[src/rtl/ctrl_pkg.sv]
// Shared encodings for the multi-cycle controller: state codes, instruction
// classes, MIPS opcode/func constants and ALU operation codes.
package ctrl_pkg;

   typedef enum logic [2:0] {
      S_FETCH  = 3'd0,
      S_DECODE = 3'd1,
      S_EXEC   = 3'd2,
      S_MEM    = 3'd3,
      S_WB     = 3'd4
   } state_t;

   typedef enum logic [2:0] {
      C_R, C_J, C_JAL, C_BR, C_ALUI, C_LOAD, C_STORE, C_ILLEGAL
   } cls_t;

   localparam logic [5:0] OP_RTYPE  = 6'h00, OP_REGIMM = 6'h01, OP_J     = 6'h02,
                          OP_JAL    = 6'h03, OP_BEQ    = 6'h04, OP_BNE   = 6'h05,
                          OP_BLEZ   = 6'h06, OP_BGTZ   = 6'h07, OP_ADDIU = 6'h09,
                          OP_SLTI   = 6'h0A, OP_SLTIU  = 6'h0B, OP_ANDI  = 6'h0C,
                          OP_ORI    = 6'h0D, OP_XORI   = 6'h0E, OP_LUI   = 6'h0F,
                          OP_LB     = 6'h20, OP_LW     = 6'h23, OP_LBU   = 6'h24,
                          OP_SB     = 6'h28, OP_SW     = 6'h2B;

   localparam logic [5:0] FN_SLL  = 6'h00, FN_SRL  = 6'h02, FN_SRA  = 6'h03,
                          FN_SLLV = 6'h04, FN_SRLV = 6'h06, FN_SRAV = 6'h07,
                          FN_JR   = 6'h08, FN_JALR = 6'h09, FN_ADD  = 6'h20,
                          FN_ADDU = 6'h21, FN_SUB  = 6'h22, FN_SUBU = 6'h23,
                          FN_AND  = 6'h24, FN_OR   = 6'h25, FN_XOR  = 6'h26,
                          FN_NOR  = 6'h27, FN_SLT  = 6'h2A, FN_SLTU = 6'h2B;

   localparam logic [4:0] AOP_ADD  = 5'd0,  AOP_SUB  = 5'd1,  AOP_SLT  = 5'd2,
                          AOP_AND  = 5'd3,  AOP_NOR  = 5'd4,  AOP_OR   = 5'd5,
                          AOP_XOR  = 5'd6,  AOP_SLL  = 5'd7,  AOP_SRL  = 5'd8,
                          AOP_SLTU = 5'd9,  AOP_LINK = 5'd10, AOP_JR   = 5'd11,
                          AOP_SLLV = 5'd12, AOP_SRA  = 5'd13, AOP_SRAV = 5'd14,
                          AOP_SRLV = 5'd15, AOP_LUI  = 5'd16;

endpackage

[src/rtl/ctrl_dec.sv]
// Combinational instruction decoder: op/func to class, ALU code and
// immediate sign-extension select.
module ctrl_dec
   import ctrl_pkg::*;
#(
   parameter int ALUOP_W = 5
) (
   input  logic [5:0]         op,
   input  logic [5:0]         func,
   output cls_t               cls,
   output logic [ALUOP_W-1:0] alu_op,
   output logic               ext_op
);

   logic [4:0] aop;

   always_comb begin
      cls    = C_ILLEGAL;
      aop    = AOP_ADD;
      ext_op = 1'b0;
      case (op)
         OP_RTYPE: begin
            cls = C_R;
            case (func)
               FN_SLL:          aop = AOP_SLL;
               FN_SRL:          aop = AOP_SRL;
               FN_SRA:          aop = AOP_SRA;
               FN_SLLV:         aop = AOP_SLLV;
               FN_SRLV:         aop = AOP_SRLV;
               FN_SRAV:         aop = AOP_SRAV;
               FN_JR:           aop = AOP_JR;
               FN_JALR:         aop = AOP_LINK;
               FN_ADD, FN_ADDU: aop = AOP_ADD;
               FN_SUB, FN_SUBU: aop = AOP_SUB;
               FN_AND:          aop = AOP_AND;
               FN_OR:           aop = AOP_OR;
               FN_XOR:          aop = AOP_XOR;
               FN_NOR:          aop = AOP_NOR;
               FN_SLT:          aop = AOP_SLT;
               FN_SLTU:         aop = AOP_SLTU;
               default:         cls = C_ILLEGAL;
            endcase
         end
         OP_J:                          cls = C_J;
         OP_JAL:                 begin cls = C_JAL; aop = AOP_LINK; end
         OP_REGIMM, OP_BLEZ, OP_BGTZ:   cls = C_BR;
         OP_BEQ, OP_BNE:         begin cls = C_BR;   aop = AOP_SUB;  end
         OP_ADDIU:               begin cls = C_ALUI; ext_op = 1'b1;  end
         OP_SLTI:                begin cls = C_ALUI; aop = AOP_SLT;  ext_op = 1'b1; end
         OP_SLTIU:               begin cls = C_ALUI; aop = AOP_SLTU; end
         OP_ANDI:                begin cls = C_ALUI; aop = AOP_AND;  end
         OP_ORI:                 begin cls = C_ALUI; aop = AOP_OR;   end
         OP_XORI:                begin cls = C_ALUI; aop = AOP_XOR;  end
         OP_LUI:                 begin cls = C_ALUI; aop = AOP_LUI;  end
         OP_LB, OP_LW, OP_LBU:   begin cls = C_LOAD;  ext_op = 1'b1; end
         OP_SB, OP_SW:           begin cls = C_STORE; ext_op = 1'b1; end
         default:                       cls = C_ILLEGAL;
      endcase
   end

   assign alu_op = ALUOP_W'(aop);

endmodule

[src/rtl/multi_ctrl.sv]
// Multi-cycle CPU control FSM with retired-instruction counter.
//   state  | meaning
//   FETCH  | read instruction, load IR and PC when memory is ready
//   DECODE | latch op/func, resolve J / JAL / illegal
//   EXEC   | drive ALU controls, resolve branches
//   MEM    | load or store data access, wait for memory
//   WB     | register file write-back
module multi_ctrl
   import ctrl_pkg::*;
#(
   parameter int ALUOP_W     = 5,
   parameter int MEM_WAIT_EN = 1,
   parameter int CNT_W       = 32
) (
   input  logic               clk,
   input  logic               rst,
   input  logic [31:0]        ins,
   input  logic               mem_ready,
   output logic               pc_wr,
   output logic               ir_wr,
   output logic               mem_rd,
   output logic               mem_wr,
   output logic               reg_wr,
   output logic               reg_dst,
   output logic               alu_src,
   output logic               ext_op,
   output logic               mem_to_reg,
   output logic               branch,
   output logic               jump,
   output logic [ALUOP_W-1:0] alu_op,
   output logic [2:0]         state,
   output logic               illegal,
   output logic [CNT_W-1:0]   retired
);

   state_t             st;
   logic               rst_q;
   logic [5:0]         op_q, func_q;
   logic [5:0]         dec_op, dec_func;
   cls_t               cls;
   logic [ALUOP_W-1:0] aop;
   logic               ext;
   logic               rdy;
   logic               unused_ins;

   assign unused_ins = ^ins[25:6];
   assign rdy        = (MEM_WAIT_EN != 0) ? mem_ready : 1'b1;

   // DECODE looks at the live word; later states use the latched fields.
   assign dec_op   = (st == S_DECODE) ? ins[31:26] : op_q;
   assign dec_func = (st == S_DECODE) ? ins[5:0]   : func_q;

   ctrl_dec #(.ALUOP_W(ALUOP_W)) u_dec (
      .op     (dec_op),
      .func   (dec_func),
      .cls    (cls),
      .alu_op (aop),
      .ext_op (ext)
   );

   // rst_q keeps the first post-reset cycle quiet so FETCH starts after release.
   always_ff @(posedge clk) begin
      if (rst) begin
         st      <= S_FETCH;
         rst_q   <= 1'b1;
         op_q    <= '0;
         func_q  <= '0;
         retired <= '0;
      end else begin
         rst_q <= 1'b0;
         if (rst_q) begin
            st <= S_FETCH;
         end else begin
            case (st)
               S_FETCH: if (rdy) st <= S_DECODE;
               S_DECODE: begin
                  op_q   <= ins[31:26];
                  func_q <= ins[5:0];
                  case (cls)
                     C_J: begin
                        st      <= S_FETCH;
                        retired <= retired + CNT_W'(1);
                     end
                     C_ILLEGAL: st <= S_FETCH;
                     C_JAL:     st <= S_WB;
                     default:   st <= S_EXEC;
                  endcase
               end
               S_EXEC: begin
                  case (cls)
                     C_BR: begin
                        st      <= S_FETCH;
                        retired <= retired + CNT_W'(1);
                     end
                     C_LOAD, C_STORE: st <= S_MEM;
                     default:         st <= S_WB;
                  endcase
               end
               S_MEM: begin
                  if (rdy) begin
                     if (cls == C_STORE) begin
                        st      <= S_FETCH;
                        retired <= retired + CNT_W'(1);
                     end else begin
                        st <= S_WB;
                     end
                  end
               end
               S_WB: begin
                  st      <= S_FETCH;
                  retired <= retired + CNT_W'(1);
               end
               default: st <= S_FETCH;
            endcase
         end
      end
   end

   always_comb begin
      pc_wr      = 1'b0;
      ir_wr      = 1'b0;
      mem_rd     = 1'b0;
      mem_wr     = 1'b0;
      reg_wr     = 1'b0;
      reg_dst    = 1'b0;
      alu_src    = 1'b0;
      ext_op     = 1'b0;
      mem_to_reg = 1'b0;
      branch     = 1'b0;
      jump       = 1'b0;
      illegal    = 1'b0;
      alu_op     = '0;
      if (!rst_q) begin
         case (st)
            S_FETCH: begin
               mem_rd = 1'b1;
               ir_wr  = rdy;
               pc_wr  = rdy;
            end
            S_DECODE: begin
               jump    = (cls == C_J);
               pc_wr   = (cls == C_J);
               illegal = (cls == C_ILLEGAL);
            end
            S_EXEC: begin
               alu_src = (cls == C_ALUI) || (cls == C_LOAD) || (cls == C_STORE);
               ext_op  = ext;
               alu_op  = aop;
               branch  = (cls == C_BR);
            end
            S_MEM: begin
               alu_src = 1'b1;
               ext_op  = ext;
               alu_op  = aop;
               mem_rd  = (cls == C_LOAD);
               mem_wr  = (cls == C_STORE);
            end
            S_WB: begin
               reg_wr     = 1'b1;
               reg_dst    = (cls == C_R);
               mem_to_reg = (cls == C_LOAD);
               alu_op     = aop;
            end
            default: ;
         endcase
      end
   end

   assign state = st;

endmodule

[config.mk]
export PLATFORM = sky130hd
export DESIGN_NAME = multi_ctrl
export DESIGN_NICKNAME = d
export VERILOG_FILES = /design/src/rtl/ctrl_pkg.sv /design/src/rtl/ctrl_dec.sv /design/src/rtl/multi_ctrl.sv
export SDC_FILE = /design/constraint.sdc
export NUM_CORES = 1
export LEC_CHECK = 0
export BUFFER_PORTS_ARGS = -buffer_cell sky130_fd_sc_hd__buf_2
export CAP_MARGIN = 10
export CORE_ASPECT_RATIO = 1.1
export CORE_MARGIN = 2
export CORE_UTILIZATION = 25
export CTS_BUF_LIST = sky130_fd_sc_hd__clkbuf_8
export CTS_CLUSTER_DIAMETER = 40
export DETAILED_ROUTE_END_ITERATION = 7
export PLACE_DENSITY = 0.52
export SETUP_SLACK_MARGIN = 0.05
export SYNTH_ARGS = -nofsm -noshare
export SYNTH_HDL_FRONTEND = slang
export SYNTH_HIERARCHICAL = 1
export SYNTH_SLANG_ARGS = --single-unit
[constraint.sdc]
create_clock -name clk -period 5.3 [get_ports clk]
set_input_delay 0.795 -clock clk [delete_from_list [all_inputs] [get_ports clk]]
set_output_delay 0.795 -clock clk [all_outputs]
set_load 0.03 [all_outputs]
**After elaboration in Yosys (flattened, before gate mapping)**

Cells that the tools add are included.

- Output and inout bits: 52
- Logic and storage cells: 126
- Bits in registers: 48
- Input port bits: 35

- $add $sub $neg: 1
- Equal/unequal tests: 52
- Reductions and logical operators: 22
- Mux-type cells: 45
- Bitwise gates (word level): 1

Operator list:

| kind | count |
|---|---|
| 32-bit two-way mux | 4 |
| 32-bit case mux with 4 select lines | 1 |
| 6-bit == test, second input constant | 15 |
| 4-bit case mux with 15 select lines | 1 |
| 6-bit by 4-bit == test with 1-bit output, second input constant | 9 |
| 5-bit case mux with 9 select lines | 1 |
| 6-bit by 3-bit == test with 1-bit output, second input constant | 7 |
| 32-bit by 1-bit adder with 32-bit output, second input constant | 1 |
| 6-bit by 2-bit == test with 1-bit output, second input constant | 4 |
| 1-bit two-way mux | 23 |
| 3-bit case mux with 7 select lines | 1 |
| 18-bit OR reduction | 1 |
| 3-bit == test, second input constant | 5 |
| 2-bit OR reduction | 7 |
| 7-bit OR reduction | 2 |
| 3-bit by 2-bit == test with 1-bit output, second input constant | 4 |
| 6-bit zero test | 2 |
| 3-bit two-way mux | 4 |
| 6-bit two-way mux | 2 |
| 3-bit case mux with 2 select lines | 2 |
| 3-bit case mux with 4 select lines | 1 |
| 5-bit two-way mux | 2 |
| 2-bit != test, second input constant | 4 |
| 3-bit by 1-bit == test with 1-bit output, second input constant | 2 |
| other kinds (11) | 16 |

**Longest topological paths before layout**

Gate-level depths: netlist of run 1.

- Depth after elaboration: 11
- Depth in mapped cells: 18
- Depth with buffers taken out: 13

**Modules after synthesis**

Netlist of run 1, hierarchy kept.

By module, submodules not included:

| module | cells an instance | area an instance (um^2) | sequential area each (um^2) | times used |
|---|---|---|---|---|
| multi_ctrl | 340 | 2731.4 | 960.9 | 1 |
| ctrl_dec | 100 | 581.8 | 0.0 | 1 |

**Worst setup path before layout of run 1**

Ideal clock, no wire load.

- Kind: reg2out
- From: reg st[0], in the netlist state[0]
- To: out pc_wr
- Data arrival time: 4.421 ns
- Setup slack: 0.084 ns
- Required time: 4.505 ns
- Path buffers: 4
- Stages on the path, launching flop included: 16
- Path through: dfxtp_1 buf_2 nand2b_1 nor2_1 clkbuf_1 mux2_2 buf_2 nand2b_1 nand2_1 nand3_1 a2111oi_0 o311ai_0 clkbuf_1 nand2b_1 nor3_1 or2_2

- Elaborated cells on any way between the ends: 52
- Those cells by class: eq/ne (38); mux (6); reduce/logical (8)

RTL lines:

| element | line | RTL |
|---|---|---|
| from (decl) | multi_ctrl.sv:36 | `state_t st;` |
| from (signal assigned) | multi_ctrl.sv:64 | `st <= S_FETCH;` |
| from (signal assigned) | multi_ctrl.sv:72 | `st <= S_FETCH;` |
| from (signal assigned) | multi_ctrl.sv:75 | `S_FETCH: if (rdy) st <= S_DECODE;` |
| 3-bit by 1-bit == test with 1-bit output (*) | multi_ctrl.sv:50 | `assign dec_op = (st == S_DECODE) ? ins[31:26] : op_q;` |
| 6-bit two-way mux (*) | n/a |  |
| net dec_op[2] | multi_ctrl.sv:39 | `logic [5:0] dec_op, dec_func;` |
| 6-bit by 4-bit == test with 1-bit output, or another cell as far along | ctrl_dec.sv:21 | `case (op)` |
| 7-bit OR reduction (no source line), or another cell as far along | n/a |  |
| 3-bit case mux with 7 select lines (*) | ctrl_dec.sv:21 |  |
| net cls[1] | multi_ctrl.sv:40 | `cls_t cls;` |
| 3-bit by 1-bit == test with 1-bit output (*) | multi_ctrl.sv:142 | `pc_wr = (cls == C_J);` |
| 1-bit case mux with 2 select lines (*) | multi_ctrl.sv:134 | `case (st)` |
| 1-bit two-way mux (*) | multi_ctrl.sv:133 | `if (!rst_q) begin` |
| to (decl) | multi_ctrl.sv:19 | `output logic pc_wr,` |

Mark *: on every way through the listed nets, which the timed path passes. The rest lies on a longest branch.

**Worst setup path in the final report of run 1**

- From: reg st[1], in the netlist state[1]
- To: out mem_rd

- Word-level cells in the longest chain between the ends: 9
- Elaborated cells on any way between the ends: 53
- Those cells by class: eq/ne (39); mux (6); reduce/logical (8)

Ends and longest elaborated chain:

| element | line | RTL |
|---|---|---|
| 3-bit by 1-bit == test with 1-bit output (*) | multi_ctrl.sv:51 | `assign dec_func = (st == S_DECODE) ? ins[5:0] : func_q;` |
| 6-bit two-way mux (*) | n/a |  |
| net dec_func[0] | multi_ctrl.sv:39 |  |
| 6-bit == test, or another cell as far along | ctrl_dec.sv:24 | `case (func)` |
| 18-bit OR reduction (no source line) (*) | n/a |  |
| 3-bit two-way mux (*) | ctrl_dec.sv:24 |  |
| 3-bit case mux with 7 select lines (*) | ctrl_dec.sv:21 |  |
| net cls[1] | multi_ctrl.sv:40 |  |
| 3-bit == test (*) | multi_ctrl.sv:155 | `mem_rd = (cls == C_LOAD);` |
| 1-bit case mux with 2 select lines (*) | multi_ctrl.sv:134 |  |
| 1-bit two-way mux (*) | multi_ctrl.sv:133 |  |
| to (decl) | multi_ctrl.sv:21 | `output logic mem_rd,` |

Marks and branches as above.

==> impl_metrics.json, run 1 <==
{
  "synth_top_flop_cell": "dfxtp_1",
  "initial_core_util": 0.254,
  "stdcell_area_sq_um": 3850,
  "hp-start": "func_q[4]$_SDFFE_PP0N_",
  "drv_slew": 0,
  "firstDrtPassIters": 4,
  "diodes": 0,
  "cts_root_buffer": "clkbuf_8",
  "cp_common_cell": "nor2_1",
  "vias": 3368,
  "cts_buffers": 5,
  "cts.reportedPaths.clkPinSlew_ns": 0.09,
  "async_flop_share": 0,
  "wl_per_cell_um": 14.1,
  "grt_max_degree": 48,
  "drtAntennaViolNets": 0,
  "drcViolationCount": 0,
  "via_per_inst": 5.17,
  "ir_drop_mv": 0.0834,
  "skew_ns": 0.00892,
  "netlist_instances": 440,
  "yosysWarnings": 6,
  "cp_data_arrival_time_ns": 3.96,
  "setup_viol": 0,
  "grt_pass1_vias": 3034,
  "synth.avg_cell_area_sq_um": 7.53,
  "cp_max_fo": 12,
  "antenna_found_initial": 0,
  "ys_types": 63,
  "routed_wl_mm": 9.18,
  "crit_slowest_cell": "nor2_1",
  "power.density_nw_per_um2": 219,
  "drv_cap": 0,
  "netlist_area_sq_um": 3310,
  "io_pins": 87,
  "drive_above_1_share": 0.227,
  "fin_crit_ns": 4.76,
  "rows": 44,
  "ctsHoldBuffers": 0,
  "outcome": "complete, no violations",
  "clockBufferDepth": 2,
  "cpLargestDelayFamily": "simple AND/OR/NAND/NOR gates",
  "die_h_um": 125,
  "startpoint": "state[1]$_SDFFE_PP0P_",
  "cpPeakStageDelay_ns": 0.45,
  "synth-edff-count": 0,
  "io_buffers": 66,
  "end_kind": "primary output",
  "grt_pass1_wl_mm": 14.9,
  "regToRegSetupSlack_ns": 0.90,
  "hold_path.class": "reg -> reg",
  "fin_crit_sh": 0.898,
  "cts_setup_buffers": 0,
  "critical_path.cell_chain": "nand2b_1 > nor2_1 > buf_4 > mux2_2 > nor2_1 > mux2i_1 > o311ai_0 > a211o_1 > o311ai_1 > buf_4 > nand2b_1 > nor2_1 > a21oi_1 > nor3_1 > buf_2",
  "htree_levels": 2,
  "fmax_ghz": 0.210,
  "cts_tree": "done",
  "cts.sinks": 48,
  "slew_headroom": 0.411,
  "placed_area_sq_um": 3750,
  "place.gp.congestion": 0.833,
  "overflow": 0,
  "dp_hpwl_mm": 6.83,
  "finalHoldViolCount": 0,
  "area_growth_pct": 16.4,
  "insertion_delay_ns": 0.32,
  "tightest_slew_ns": 0.883,
  "synth_seq_area_share": 0.290,
  "core_area_sq_um": 13000,
  "synth_fp_nets": 476,
  "timing.rr.start": "state[1]$_SDFFE_PP0P_",
  "rsz0062_at_grt": "no",
  "worstSetupStartpointType": "register",
  "dieArea_sq_um": 14200,
  "post_cts_resized": 0,
  "layout.nets": 525,
  "critPathBufInv": 3,
  "leakagePower_nw": 1.42,
  "fin_tns_setup_ns": 0,
  "ys_seq_elements": 48,
  "critPathRequiredTime_ns": 4.51,
  "die_x_um": 114,
  "worstSetupPathType": "reg -> out",
  "first_iter_violations": 108,
  "track_usage": 0.126
}
-- metal layers --
metal	wire, um	vias to the layer above	global-route usage
met5	0	-	0
met4	129	0	0.0359
met3	414	9	0.0234
met2	4380	83	0.207
met1	4260	1573	0.167
li1	-	1703	-
-- synthesized netlist by cell type, types with 9 or more instances --
library cell	n	area (sq um)
clkbuf_1	17	63.8
inv_1	12	45.0
nand3_1	15	75.1
nor3_1	18	90.1
nor2b_1	9	56.3
a21oi_1	51	255
or4_1	9	67.6
nor2_1	31	116
o21ai_0	14	70.1
mux2_2	13	146
a211oi_1	9	67.6
dfxtp_1	48	961
buf_2	12	60.1
nand2_1	54	203
nand2b_1	11	68.8
o31ai_1	10	75.1
-- layout make-up --
| cell class | instances | area, sq um |
|---|---|---|
| clock buffers | 5 | 68.8 |
| clock inverters | 3 | 38.8 |
| multi-input cells | 347 | 2140 |
| well taps | 161 | 201 |
| fillers | 1418 | 9190 |
| inverters | 12 | 45.0 |
| repair buffers | 75 | 398 |
| flip-flops and latches | 48 | 961 |
-- power by group --
group / internal (mW) / total, mW / switching (mW)
Combinational: 0.0759 / 0.203 / 0.128
Clock: 0.138 / 0.272 / 0.134
Sequential: 0.364 / 0.368 / 0.00327
-- per-stage QoR --
step | setup slack, ns | instances | total power, mW | utilization | hold slack [ns]
2_1_floorplan | 0.0839 | 440 | 0.533 | - | 0.434
3_3_place_gp | 0.917 | 643 | 0.576 | 0.287 | 0.440
3_5_place_dp | 0.869 | 643 | 0.579 | 0.287 | 0.450
4_1_cts | 0.502 | 651 | 0.854 | 0.295 | 0.465
5_1_grt | 0.177 | 651 | 0.888 | 0.295 | 0.487
6_report | 0.541 | 651 | 0.843 | 0.295 | 0.459
-- cell families after synthesis --
kind of cell	after synthesis	share of synthesized area
AND/OR/NAND/NOR	198	0.322
flip-flops	48	0.290
buffers and inverters	45	0.0634
XOR/XNOR	12	0.0317
multiplexers	16	0.0532
adder cells (fa/ha/maj)	1	0.00378
AO/OA/AOI/OAI	120	0.236
-- path summary, 6_finish.rpt --
kind                                                 end  cells after the start
worst min register to register    func_q[4]$_SDFFE_PP0N_                      2
worst max register to register  retired[26]$_SDFFE_PP0P_                     14
worst max-delay path                              mem_rd                     15
worst min-delay path              func_q[4]$_SDFFE_PP0N_                      2
-- registers in the layout, indices dropped and copies added (netlist names) --
register / flops
op_q: 6
retired: 32
func_q: 6
rst_q: 1
state: 3
-- worst min-delay path: stages, from the launching register on --
cell and delay (ns):
dfxtp_1 0.32, nand2_1 0.05, a21oi_1 0.05
-- cell usage in the layout (no fill, tap or decap), types with 4 or more instances in the layout --
cell type | Yosys | routed
a211oi_1 | 9 | 9
a21oi_1 | 51 | 51
and3_1 | 8 | 8
and4_1 | 4 | 4
buf_2 | 12 | 66
buf_4 | 1 | 9
clkbuf_8 | 0 | 5
dfxtp_1 | 48 | 48
inv_1 | 12 | 13
mux2_2 | 13 | 13
nand2_1 | 54 | 54
nand2b_1 | 11 | 11
nand3_1 | 15 | 15
nand4_1 | 8 | 8
nor2_1 | 31 | 31
nor2b_1 | 9 | 9
nor3_1 | 18 | 18
o21ai_0 | 14 | 14
o31ai_1 | 10 | 10
or3_1 | 8 | 8
or4_1 | 9 | 9
xnor2_1 | 8 | 8
xor2_1 | 4 | 4
Note: power is estimated with default switching activity, not from simulation.
==> inputs of run 2 (changes only) <==
CORE_UTILIZATION = 59   (was 25)
PLACE_DENSITY = 0.95   (was 0.52)
clock period = 5.9 ns   (was 5.3 ns; I/O delays follow)
==> run 2 against run 1 <==
Against the previous run: count of clock-buffer cells in the layout up 1; total power down 15%; first-iteration DRC count grew to 2.6 times the previous value; largest power group unchanged; clock power fell by 22%; critical path type unchanged; sequential cell count stayed put; via count increased by 4.5%.
==> impl_metrics.json, run 2 (synthesis results as in run 1) <==
{
  "drv_slew": 0,
  "leakagePower_nw": 1.38,
  "startpoint": "state[0]$_SDFFE_PP0P_",
  "cts_setup_buffers": 0,
  "rsz0062_at_grt": "no",
  "timing.hold.ws_ns": 0.460,
  "first_iter_violations": 276,
  "core_area_sq_um": 5400,
  "routed_wl_mm": 8.20,
  "htree_levels": 2,
  "outcome": "complete, no violations",
  "reg2regPathDepth": 15,
  "antenna_found_initial": 0,
  "hold_path.class": "reg -> reg",
  "place.gp.congestion": 0.840,
  "total_power_mw": 0.717,
  "cp_data_arrival_time_ns": 4.13,
  "tightest_slew_ns": 0.988,
  "largest_register_ffs": 32,
  "worstSetupStartpointType": "register",
  "final_cells": 561,
  "dieArea_sq_um": 6230,
  "io_buffers": 66,
  "fin_util": 0.687,
  "fin_tns_setup_ns": 0,
  "cts.sinks": 48,
  "layout.nets": 521,
  "insertion_delay_ns": 0.31,
  "dp_hpwl_mm": 5.79,
  "cts_buffers": 5,
  "fin_crit_ns": 5.02,
  "cts_tree": "done",
  "grt_pass1_wl_mm": 12.5,
  "via_per_inst": 6.27,
  "post_cts_resized": 0,
  "fin_crit_sh": 0.851,
  "setup_viol": 0,
  "drtAntennaViolNets": 0,
  "cts_root_buffer": "clkbuf_8",
  "finalHoldViolCount": 0,
  "vias": 3520,
  "grt_pass1_vias": 2875,
  "worstSetupPathType": "reg -> out",
  "cp_max_fo": 17,
  "worstReg2RegEnd": "retired[26]$_SDFFE_PP0P_",
  "fmax_ghz": 0.199,
  "skew_ns": 0.00844,
  "area_growth_pct": 11.8,
  "regMostFlops": "retired",
  "io_pins": 87,
  "placed_area_sq_um": 3590,
  "drv_cap": 0,
  "clockBufferDepth": 2,
  "ir_drop_mv": 0.0909,
  "diodes": 0,
  "rows": 28,
  "mostFrequentLayoutCells": "67 x buf_2, 54 x nand2_1, 51 x a21oi_1, 48 x dfxtp_1, 31 x nor2_1",
  "cts.reportedPaths.clkPinSlew_ns": 0.09,
  "end_kind": "primary output",
  "power.density_nw_per_um2": 194,
  "critPathRequiredTime_ns": 5.02,
  "stdcell_area_sq_um": 3700,
  "slew_headroom": 0.337,
  "final_common_cell": "buf_2",
  "reg_top3": "retired: 32 flops, func_q: 6 flops, op_q: 6 flops",
  "critPathCapture": "pc_wr",
  "die_x_um": 75.5,
  "worst_slack_ns": 0.881,
  "ctsHoldBuffers": 0,
  "drive_above_1_share": 0.222,
  "overflow": 0,
  "timing.rr.start": "state[0]$_SDFFE_PP0P_",
  "firstDrtPassIters": 6,
  "dp.cells": 551,
  "track_usage": 0.253,
  "regToRegSetupSlack_ns": 1.02,
  "die_h_um": 82.6,
  "initial_core_util": 0.614,
  "wl_per_cell_um": 14.6,
  "grt_max_degree": 48,
  "preCtsSetupSlack_ns": 0.997,
  "drcViolationCount": 0
}
run 2: cell type report:
class | instances | area (sq um)
Inverter | 12 | 45.0
Clock inverter | 2 | 15.0
Sequential cell | 48 | 961
Clock buffer | 6 | 82.6
Multi-Input combinational cell | 347 | 2140
Tap cell | 75 | 93.8
Timing Repair Buffer | 71 | 365
Fill cell | 477 | 1690
run 2: worst max-delay path: stages, from the launching register on:
cell and delay, ns:
dfxtp_1 0.63, nand2b_1 0.20, nor2_1 0.14, buf_4 0.22
mux2_2 0.44, or3_4 0.41, nor3_2 0.13, o311ai_0 0.15
a211o_1 0.34, o311ai_1 0.13, buf_2 0.27, nand2b_1 0.21
nor3_1 0.07, or2_2 0.31, buf_2 0.18
run 2: how the worst min path moves through the flow:
stage	from	to	slack, ns	cells past startpoint
floorplan	func_q[0]$_SDFFE_PP0N_	func_q[0]$_SDFFE_PP0N_	0.43	2
global placement	func_q[3]$_SDFFE_PP0N_	func_q[3]$_SDFFE_PP0N_	0.44	2
detailed placement	func_q[3]$_SDFFE_PP0N_	func_q[3]$_SDFFE_PP0N_	0.45	2
CTS	func_q[3]$_SDFFE_PP0N_	func_q[3]$_SDFFE_PP0N_	0.46	2
global route	func_q[3]$_SDFFE_PP0N_	func_q[3]$_SDFFE_PP0N_	0.48	2
finish	func_q[3]$_SDFFE_PP0N_	func_q[3]$_SDFFE_PP0N_	0.46	2
run 2: routing by layer:
layer / global-route usage / share of wire / vias to the layer above
met4: 0.119 / 0.021 / 0
met2: 0.428 / 0.49 / 170
met5: 0 / 0 / -
li1: - / - / 1702
met1: 0.313 / 0.42 / 1628
met3: 0.0376 / 0.062 / 20
run 2: report_power, final:
group / internal (mW) / switching [mW]
clock: 0.0950 / 0.116
sequential: 0.327 / 0.00535
combinational: 0.0640 / 0.110
